==> config.mk <==
export PLATFORM = sky130hd
export DESIGN_NAME = mem_port_arbiter
export DESIGN_NICKNAME = d
export VERILOG_FILES = /design/src/rtl/mem_port_arbiter.sv
export SDC_FILE = /design/constraint.sdc
export NUM_CORES = 1
export LEC_CHECK = 0
export CORE_ASPECT_RATIO = 0.7
export CORE_UTILIZATION = 40
export CTS_BUF_LIST = sky130_fd_sc_hd__clkbuf_2 sky130_fd_sc_hd__clkbuf_4 sky130_fd_sc_hd__clkbuf_8
export CTS_CLUSTER_DIAMETER = 100
export CTS_CLUSTER_SIZE = 30
export DETAILED_ROUTE_END_ITERATION = 10
export PLACE_DENSITY = 0.84
export RECOVER_POWER = 50
export SKIP_CTS_REPAIR_TIMING = 1
export SKIP_LAST_GASP = 1
export SLEW_MARGIN = 5
export SYNTH_ARGS = -nofsm -noshare
export SYNTH_HDL_FRONTEND = slang
export SYNTH_SLANG_ARGS = --single-unit
==> constraint.sdc <==
create_clock -name clk -period 2.3 [get_ports clk]
set_clock_uncertainty 0.1 [all_clocks]
set_input_delay 0.46 -clock clk [delete_from_list [all_inputs] [get_ports clk]]
set_output_delay 0.46 -clock clk [all_outputs]
set_load 0.02 [all_outputs]
==> src/rtl/mem_port_arbiter.sv <==
// Two-port arbiter in front of a single-ported unified memory.
// Fetch (i_*) and load/store (d_*) requesters use a req/ack handshake. Data wins
// arbitration unless fetch has been waiting MAX_WAIT or more edges. Each access
// holds mem_req for MEM_LAT cycles, then acks the owner for one cycle.
// Optional feature: define ARB_PERF_CNT_EN to build the two performance counters;
// otherwise perf_fetch_stall and perf_data_grants are tied to zero.
module mem_port_arbiter #(
  parameter int unsigned ADDR_W   = 32,
  parameter int unsigned MEM_LAT  = 1,
  parameter int unsigned MAX_WAIT = 4
) (
  input  logic              clk,
  input  logic              rst,
  input  logic              i_req,
  input  logic [ADDR_W-1:0] i_addr,
  output logic              i_ack,
  output logic [31:0]       i_rdata,
  input  logic              d_req,
  input  logic              d_we,
  input  logic [ADDR_W-1:0] d_addr,
  input  logic [31:0]       d_wdata,
  input  logic [3:0]        d_wstrb,
  output logic              d_ack,
  output logic [31:0]       d_rdata,
  output logic              mem_req,
  output logic              mem_we,
  output logic [ADDR_W-1:0] mem_addr,
  output logic [31:0]       mem_wdata,
  output logic [3:0]        mem_wstrb,
  input  logic [31:0]       mem_rdata,
  output logic [31:0]       perf_fetch_stall,
  output logic [31:0]       perf_data_grants
);

  localparam int unsigned LatW = (MEM_LAT > 1) ? $clog2(MEM_LAT) : 1;
  localparam int unsigned StW  = $clog2(MAX_WAIT + 1);
  localparam logic [LatW-1:0] LatInit  = LatW'(MEM_LAT - 1);
  localparam logic [StW-1:0]  MaxWaitC = StW'(MAX_WAIT);

  typedef enum logic [1:0] {StIdle, StAccess, StAck} state_e;

  state_e            r_state;
  state_e            w_state_next;
  logic [LatW-1:0]   r_lat_cnt;
  logic              r_own_fetch;
  logic [StW-1:0]    r_starve;
  logic              r_mem_req;
  logic              r_mem_we;
  logic [ADDR_W-1:0] r_mem_addr;
  logic [31:0]       r_mem_wdata;
  logic [3:0]        r_mem_wstrb;
  logic [31:0]       r_i_rdata;
  logic [31:0]       r_d_rdata;

  logic w_grant_f;
  logic w_grant_d;
  logic w_done;
  logic w_fetch_busy;

  // Arbitration happens only in IDLE; fetch overrides data once it has starved.
  assign w_grant_f    = (r_state == StIdle) && i_req && (!d_req || (r_starve >= MaxWaitC));
  assign w_grant_d    = (r_state == StIdle) && !w_grant_f && d_req;
  assign w_done       = (r_state == StAccess) && (r_lat_cnt == '0);
  assign w_fetch_busy = (r_state != StIdle) && r_own_fetch;

  // State register
  always_ff @(posedge clk or negedge rst) begin
    if (!rst) r_state <= StIdle;
    else      r_state <= w_state_next;
  end

  // Next-state logic
  always_comb begin
    w_state_next = r_state;
    unique case (r_state)
      StIdle:   if (w_grant_f || w_grant_d) w_state_next = StAccess;
      StAccess: if (w_done) w_state_next = StAck;
      StAck:    w_state_next = StIdle;
      default:  w_state_next = StIdle;
    endcase
  end

  // Output decode: the owner's ack is high for the whole ACK cycle
  always_comb begin
    i_ack = (r_state == StAck) && r_own_fetch;
    d_ack = (r_state == StAck) && !r_own_fetch;
  end

  // Access datapath: latch the winner's request, count latency, capture read data
  always_ff @(posedge clk or negedge rst) begin
    if (!rst) begin
      r_lat_cnt   <= '0;
      r_own_fetch <= 1'b0;
      r_mem_req   <= 1'b0;
      r_mem_we    <= 1'b0;
      r_mem_addr  <= '0;
      r_mem_wdata <= '0;
      r_mem_wstrb <= '0;
      r_i_rdata   <= '0;
      r_d_rdata   <= '0;
    end else if (w_grant_f || w_grant_d) begin
      r_own_fetch <= w_grant_f;
      r_mem_req   <= 1'b1;
      r_mem_we    <= w_grant_d && d_we;
      r_mem_addr  <= w_grant_f ? i_addr : d_addr;
      r_mem_wdata <= w_grant_f ? 32'h0 : d_wdata;
      r_mem_wstrb <= (w_grant_d && d_we) ? d_wstrb : 4'b0000;
      r_lat_cnt   <= LatInit;
    end else if (w_done) begin
      r_mem_req   <= 1'b0;
      r_mem_we    <= 1'b0;
      r_mem_wstrb <= 4'b0000;
      if (r_own_fetch)    r_i_rdata <= mem_rdata;
      else if (!r_mem_we) r_d_rdata <= mem_rdata;
    end else if (r_state == StAccess) begin
      r_lat_cnt <= r_lat_cnt - 1'b1;
    end
  end

  // Starvation counter: edges fetch waits while someone else owns or could win the port
  always_ff @(posedge clk or negedge rst) begin
    if (!rst) begin
      r_starve <= '0;
    end else if (w_grant_f) begin
      r_starve <= '0;
    end else if (i_req && !w_fetch_busy && (r_starve != MaxWaitC)) begin
      r_starve <= r_starve + 1'b1;
    end
  end

  assign mem_req   = r_mem_req;
  assign mem_we    = r_mem_we;
  assign mem_addr  = r_mem_addr;
  assign mem_wdata = r_mem_wdata;
  assign mem_wstrb = r_mem_wstrb;
  assign i_rdata   = r_i_rdata;
  assign d_rdata   = r_d_rdata;

`ifdef ARB_PERF_CNT_EN
  logic [31:0] r_perf_stall;
  logic [31:0] r_perf_grants;

  // Performance counters, free-running and wrapping
  always_ff @(posedge clk or negedge rst) begin
    if (!rst) begin
      r_perf_stall  <= '0;
      r_perf_grants <= '0;
    end else begin
      if (i_req && !w_fetch_busy) r_perf_stall <= r_perf_stall + 32'd1;
      if (w_grant_d)              r_perf_grants <= r_perf_grants + 32'd1;
    end
  end

  assign perf_fetch_stall = r_perf_stall;
  assign perf_data_grants = r_perf_grants;
`else
  assign perf_fetch_stall = 32'h0;
  assign perf_data_grants = 32'h0;
`endif

endmodule
==> impl_metrics.csv <==
group,metric,value,unit
run_status,outcome,"completed",
final_layout,diodes,0,
placed_design,port_buffers,272,
sta,drv_slew,0,
yosys,synthArstFlopShare,1.00,
cts,cts.htree.levels,4,
drt,drc,0,
cts,cts_sinks,141,
critical_path,cp-end-kind,"flip-flop",
sta,rsz0062_at_grt,"no",
yosys,syn_avg_cell_area,11.7,um2
placed_design,place_congestion,0.748,
placed_design,place_inst,1002,
drt,ant_nets,0,
yosys,yosysSeqAreaShare,0.545,
final_layout,layout-drive-gt1-share,0.144,
critical_path,path_class,"reg2reg",
global_route,grt_overflow,0,
yosys,synth.distinct_cells,34,
sta,max_freq,477,MHz
floorplanning,start_util,0.414,
yosys,synth-seq-cells,141,
drt,first_pass_iters,4,
floorplanning,num_rows,38,
floorplanning,die_w,154,um
global_route,grt_first_pass_wirelength,26.6,mm
sta,hold_viol,0,
final_layout,nets,961,
global_route,grt_use_total,0.204,
sta,fin_crit_sh,0.911,
yosys,syn_inst,554,
critical_path,worstPathArrival,2.27,ns
run,max_cap_violations,0,
yosys,synth_flop_cell,"dfrtp_1",
floorplanning,dieArea,16700,um2
cts,cts_buffer_depth,2,
drt,drt-initial-drc-count,165,
cts,cts_made_buffers,17,
cts,clock_latency,0.41,ns
yosys,yosysWarnings,0,
sta,tightestPinTransition,1.44,ns
pwr,ir_drop,0.772,mV
final_layout,final_cell_mix,"268 x clkdlybuf4s50_1, 141 x dfrtp_1, 65 x nand2_1, 64 x conb_1, 40 x a21oi_1",
drt,num_vias,5010,
final_layout,nFillCells,1267,
yosys,synth_enable_flop_cells,0,
yosys,netlist_area,6470,um2
pwr,power_density,1430,nW/um2
critical_path,rrSetupSlack,0.20,ns
floorplanning,die_y,108,um
critical_path,critPathMaxFanout,38,
hold_path,hold_depth,1,
critical_path,r2r_cells,5,
global_route,grt_max_degree,54,
global_route,antenna_found_initial,0,
pwr,total_power,13700,uW
final_layout,fin_util,0.611,
final_layout,mostFrequentLayoutCell,"clkdlybuf4s50_1",
floorplanning,coreArea,15600,um2
placed_design,dp.final_hpwl,12.1,mm
drt,viasPerCell,4.84,
global_route,grt_pass1_vias,4943,
sta,max-slew-margin-rel,0.0368,
drt,post_drt_wl_per_cell,16.4,um
drt,drt-total-wl,17.0,mm
final_layout,area_growth,47.8,%
pwr,power_leakage,0.00431,uW
sta,final-setup-viol-count,0,
sta,period_minus_slack,2.10,ns
final_layout,finalNonFillerCells,1035,
cts,root_buffer,"clkbuf_8",
cts,cts_tree,"yes",
floorplanning,ios,337,
critical_path,worstSetupStartpointType,"flip-flop",
critical_path,critical_path_required,2.47,ns
cts,clk_pin_slew_worst_paths,0.08,ns
hold_path,hp-class,"reg2reg",
[layer usage]
| layer | vias up | part of all wire | global-route usage |
|---|---|---|---|
| met4 | 0 | 0.0082 | 0.0464 |
| met5 | - | 0 | 0 |
| met2 | 196 | 0.49 | 0.338 |
| met3 | 12 | 0.081 | 0.0685 |
| li1 | 2330 | - | - |
| met1 | 2472 | 0.42 | 0.258 |
[critical path, cell delays in order, from the launching register on]
cell      delay [ns]
dfrtp_1         0.39
buf_4           0.17
or3b_4          0.43
clkbuf_2        0.51
nand3_1         0.25
a21oi_1         0.09
[final timing paths]
kind,startpoint,endpoint
max in group asynchronous,rst,mem_addr[8]
min in group asynchronous,rst,mem_wdata[10]
min,mem_req,mem_req
max,r_state[1],mem_we
max reg2reg,r_state[1],mem_we
min reg2reg,mem_req,mem_req
[logic make-up after synthesis]
kind of cell | synth area share
flops | 0.545
simple gates | 0.0911
buf+inv | 0.114
mux | 0.178
compound gates | 0.0669
fa+ha+maj | 0.00387
other cells | 0.000580
[flip-flops by register name, indices dropped and copies added (netlist names), 2 cells and up]
| name | flops |
|---|---|
| mem_wstrb | 4 |
| i_rdata | 32 |
| r_state | 2 |
| mem_wdata | 32 |
| d_rdata | 32 |
| mem_addr | 32 |
| r_starve | 3 |
[metrics by stage]
stage | cell area, um2 | hold WS (ns) | TNS [ns] | setup slack (ns)
final | 9560 | 0.395 | 0 | 0.205
after global placement | 9210 | 0.366 | 0 | 0.178
after detailed placement | 9210 | 0.356 | 0 | 0.163
after CTS | 9570 | -0.124 | -0.212 | -0.119
after global routing | 9560 | 0.422 | 0 | 0.0937
after floorplan | 6710 | 0.0644 | 0 | 0.198
[cell usage after synthesis, types with 2 or more instances]
library cell,instances,area share
buf_2,6,0.0046
o21ai_0,35,0.027
buf_6,3,0.0052
clkbuf_1,27,0.016
mux2_4,30,0.070
mux2i_1,32,0.050
ha_1,2,0.0039
nand4_1,32,0.031
buf_4,65,0.075
o21a_1,2,0.0023
buf_12,3,0.0093
mux2_2,34,0.059
nand3_1,11,0.0085
a21oi_1,40,0.031
inv_1,5,0.0029
nand2_1,65,0.038
nor2_1,2,0.0012
nor3_1,2,0.0015
dfrtp_1,141,0.55
nor3b_1,3,0.0035
[cell type report]
cell class | instances | area (um2) | area share
repair buffers | 291 | 2940 | 0.308
flip-flops and latches | 141 | 3530 | 0.369
well taps | 200 | 250 | 0.0262
inverters | 5 | 18.8 | 0.00196
clock buffers | 17 | 234 | 0.0245
clock inverters | 15 | 129 | 0.0135
multi-input cells | 366 | 2460 | 0.257
[power by group]
part	internal [uW]	total, uW	switching, uW
Sequential	3720	4410	683
Combinational	3740	7410	3670
Clock	787	1850	1060
Total	8240	13700	5410
(Power assumes the default switching activity.)
